===== config.mk =====
export PLATFORM = sky130hd
export DESIGN_NAME = axis_pack
export DESIGN_NICKNAME = d
export VERILOG_FILES = /design/src/rtl/axis_pack.sv
export SDC_FILE = /design/constraint.sdc
export NUM_CORES = 1
export LEC_CHECK = 0
export ABC_AREA = 1
export CAP_MARGIN = 5
export CORE_MARGIN = 4
export CORE_UTILIZATION = 53
export CTS_CLUSTER_SIZE = 8
export DETAILED_ROUTE_END_ITERATION = 8
export GPL_ROUTABILITY_DRIVEN = 0
export GPL_TIMING_DRIVEN = 0
export PLACE_DENSITY_LB_ADDON = 0.15
export SYNTH_ARGS = -nofsm -noshare
export SYNTH_HDL_FRONTEND = slang
export SYNTH_SLANG_ARGS = --single-unit

===== constraint.sdc =====
create_clock -name clk -period 2.45 [get_ports clk]
set_input_delay 0.49 -clock clk [delete_from_list [all_inputs] [get_ports clk]]
set_output_delay 0.49 -clock clk [all_outputs]
set_load 0.03 [all_outputs]

===== src/rtl/axis_pack.sv =====
// AXI-stream width up-converter: packs RATIO narrow beats into one wide word, LSB lane first.
// Define AXIS_PACK_KEEP_EN to add the m_axis_tkeep lane-valid mask.
module axis_pack #(
    parameter int DATA_WIDTH = 8,
    parameter int RATIO      = 4
) (
    input  logic                        clk,
    input  logic                        rst,
    input  logic                        s_axis_tvalid,
    output logic                        s_axis_tready,
    input  logic [DATA_WIDTH-1:0]       s_axis_tdata,
    input  logic                        s_axis_tlast,
    output logic                        m_axis_tvalid,
    input  logic                        m_axis_tready,
    output logic [DATA_WIDTH*RATIO-1:0] m_axis_tdata,
`ifdef AXIS_PACK_KEEP_EN
    output logic                        m_axis_tlast,
    output logic [RATIO-1:0]            m_axis_tkeep
`else
    output logic                        m_axis_tlast
`endif
);

    localparam int WORD_W = DATA_WIDTH * RATIO;
    localparam int CNT_W  = $clog2(RATIO);

    // Handshake: a beat transfers on a rising clk edge where valid & ready are both high;
    // valid never waits on ready, and a raised valid holds its payload until the transfer.
    logic [CNT_W-1:0]  cnt;
    logic [WORD_W-1:0] acc;
    logic [WORD_W-1:0] word;
    logic              beat;
    logic              closing;

    // The output register is the only buffer, so input stalls only while it holds a word.
    assign s_axis_tready = ~m_axis_tvalid | m_axis_tready;
    assign beat          = s_axis_tvalid & s_axis_tready;
    assign closing       = (cnt == CNT_W'(RATIO - 1)) | s_axis_tlast;

    // Lanes above cnt are still zero in acc, so a partial flush is zero-padded for free.
    always_comb begin
        word = acc;
        word[cnt*DATA_WIDTH +: DATA_WIDTH] = s_axis_tdata;
    end

`ifdef AXIS_PACK_KEEP_EN
    logic [RATIO-1:0] keep;

    always_comb begin
        keep = '0;
        for (int i = 0; i < RATIO; i++) begin
            keep[i] = (CNT_W'(i) <= cnt);
        end
    end

    always_ff @(posedge clk) begin
        if (rst) begin
            m_axis_tkeep <= '0;
        end else if (beat && closing) begin
            m_axis_tkeep <= keep;
        end
    end
`endif

    always_ff @(posedge clk) begin
        if (rst) begin
            m_axis_tvalid <= 1'b0;
            m_axis_tdata  <= '0;
            m_axis_tlast  <= 1'b0;
            cnt           <= '0;
            acc           <= '0;
        end else begin
            if (m_axis_tvalid && m_axis_tready) begin
                m_axis_tvalid <= 1'b0;
            end
            // A closing beat overrides the drop above, giving back-to-back words with no bubble.
            if (beat) begin
                if (closing) begin
                    m_axis_tdata  <= word;
                    m_axis_tlast  <= s_axis_tlast;
                    m_axis_tvalid <= 1'b1;
                    cnt           <= '0;
                    acc           <= '0;
                end else begin
                    acc <= word;
                    cnt <= cnt + CNT_W'(1);
                end
            end
        end
    end

endmodule

==> flow_metrics.py <==
metrics = {
    "setup_path": {
        "path_cells": "clkdlybuf4s50_1 > inv_1 > nand2_4 > clkdlybuf4s50_1",
        "cp_max_fo": 3,
        "crit_start": "m_axis_tready",
        "crit_buf_inv": 3,
        "start_kind": "input port",
        "critPathSlowestCell": "clkdlybuf4s50_1",
        "arrival_ns": 1.75,
        "crit_required_ns": 1.96,
        "r2r_start": "cnt[0]$_SDFFE_PP0N_",
        "critPathCaptureType": "primary output",
        "crit_type": "input port to primary output",
        "crit_path_frequent_cell": "clkdlybuf4s50_1",
        "slowest_delay_ns": 0.67,
        "path_delay_family": "buffers and inverters",
    },
    "placement": {
        "dp_hpwl_mm": 5.130,
        "dp.cells": 544,
        "io_buffers": 46,
    },
    "global_route": {
        "gr-total-overflow": 0,
        "antenna_found_initial": 0,
        "grt_pass1_vias": 2675,
        "grt_usage": 0.2144,
        "grt_max_degree": 11,
        "grt_pass1_wl_mm": 12.19,
    },
    "yosys": {
        "synth_area_leader_cell": "dfxtp_1",
        "synth_nets": 444,
        "synth.most_common_cell": "nand2_1",
        "syn_area_sq_um": 2975,
        "synth_flop_cell": "dfxtp_1",
        "synth.avg_cell_area_sq_um": 6.984,
        "synth-seq-cells": 68,
        "yosysWarningCount": 0,
        "netlist_top_cells_area": "dfxtp_1 46%, nand2_1 15%, nor2_1 7.6%, a21oi_1 7.1%, o21ai_0 5.7%",
        "synth_common_cells": "117 x nand2_1, 68 x dfxtp_1, 60 x nor2_1",
        "synth_edf_count": 0,
        "ys_seq_area_frac": 0.4575,
        "synthArstFlopShare": 0,
        "yosys.area.top_type_share": 0.4575,
        "synthCells": 426,
        "synth_cell_types": 19,
    },
    "timing": {
        "finalHoldViolCount": 0,
        "fmax_mhz": 446.5,
        "drv_slew": 0,
        "worst_clock_skew_ns": 0.005209,
        "setup_viol": 0,
        "relSlewSlack": 0.6985,
        "tns_ns": 0,
        "fin_crit_sh": 0.9141,
        "rsz0062_at_grt": "false",
        "period_needed_ns": 2.240,
        "worst_slew_pin_slew_ns": 0.4523,
    },
    "cts": {
        "clk_latency_ns": 0.34,
        "h-tree-depth": 3,
        "cts_tree": "done",
        "path_clk_slew_ns": 0.06,
        "cts.repair.resized": 0,
        "ctsHoldBuffers": 0,
        "numCtsBuffers": 9,
        "clockBufferDepth": 2,
        "postCtsSetupBuffers": 0,
        "cts_num_sinks": 68,
        "cts_root_buffer": "clkbuf_8",
    },
    "floorplanning": {
        "core_sq_um": 5473,
        "die_h_um": 82.93,
        "die_width_um": 82.93,
        "ios": 48,
        "rows": 27,
        "start_util": 0.5437,
        "dieArea_sq_um": 6877,
    },
    "drt": {
        "vias": 2833,
        "viasPerCell": 5.077,
        "post_drt_wl_per_cell_um": 12.84,
        "ant_nets": 0,
        "drt_iter0_markers": 229,
        "drt_pass1_iterations": 4,
        "drt-total-wl_mm": 7.167,
        "drc_errors": 0,
    },
    "min_path": {
        "hp-class": "flip-flop to flip-flop",
        "hp-start": "acc[29]$_SDFFE_PP0N_",
    },
    "power_and_ir_drop": {
        "irDropWorstVdd_mv": 0.4054,
        "power_density_nw_per_um2": 642.8,
        "leakage_uw": 0.001668,
    },
    "layout": {
        "final_cells": 558,
        "diodes": 0,
        "drive_gt1_frac": 0.08025,
        "area_delta_synth_final_pct": 24.39,
        "nets": 501,
    },
    "flow_run": {
        "maxCapViolCount": 0,
    },
    "status": {
        "status": "finished, final reports clean",
    },
}
## cells by family after synthesis
logic type | synth area share
simple gates | 0.3057
flops | 0.4575
fa+ha+maj | 0.02103
compound gates | 0.1278
buf+inv | 0.08789
## layer usage
layer  vias to the layer above  global-route usage  part of all wire  wire [um]
li1                       1464                   -                 -          -
met2                        65              0.3280              0.45       3191
met3                        16             0.06845             0.045        326
met4                         0             0.07429             0.023        163
met1                      1288              0.2850              0.49       3486
met5                         -                   0                 0          0
## placed cells by master (no fill, tap or decap), types with 3 or more instances in the layout
cell type,n
nand2_1,117
buf_2,8
nor2_1,60
clkbuf_8,12
o21ai_0,34
buf_6,3
nand3_1,24
inv_1,31
nand4_1,8
clkbuf_1,10
dfxtp_1,68
clkdlybuf4s50_1,46
a21oi_1,42
inv_2,5
nor2_4,3
ha_1,5
## registers in the layout, indices dropped and copies added, names as in the netlist
name	count
m_axis_tvalid	1
m_axis_tlast	1
acc	32
m_axis_tdata	32
cnt	2
## cell type report
class | count | area (sq um)
plain buffers | 22 | 118.9
clock inverters | 2 | 10.01
flip-flops and latches | 68 | 1361
fillers | 481 | 1772
inverters | 38 | 142.6
multi-input cells | 298 | 1353
well taps | 72 | 90.09
repair buffers | 46 | 460.4
clock buffers | 12 | 165.2
## per-stage QoR
step / hold slack, ns / cell area (sq um) / setup WS, ns / util / power, uW
floorplan: 0.4332 / 2975 / 0.7339 / - / 1434
global placement: 0.4409 / 3526 / 0.2202 / 0.6443 / 1574
detailed placement: 0.4450 / 3526 / 0.2020 / 0.6443 / 1579
CTS: 0.4505 / 3701 / 0.1949 / 0.6763 / 2392
global route: 0.4533 / 3701 / 0.1570 / 0.6763 / 2497
finish: 0.4555 / 3701 / 0.2105 / 0.6763 / 2379
## worst min-delay path: cells and delay by family, from the launching register on
family,cells,cell delay [ns]
AND/OR/NAND/NOR,1,0.07
buffers and inverters,1,0.04
flip-flops,1,0.31
## worst paths after layout
path	slack, ns	to	cells after the start
setup / recovery	0.21	s_axis_tready	4
hold / removal	0.46	acc[29]$_SDFFE_PP0N_	2
setup reg to reg	0.38	acc[22]$_SDFFE_PP0N_	9
hold reg to reg	0.46	acc[29]$_SDFFE_PP0N_	2
## power by group
group / internal, uW / total, uW / switching [uW] / leakage (uW)
Clock: 436 / 822 / 387 / 0.0000941
Combinational: 140 / 388 / 249 / 0.00102
Sequential: 1150 / 1170 / 20.7 / 0.000554
Power figures use the tool's default switching activity.
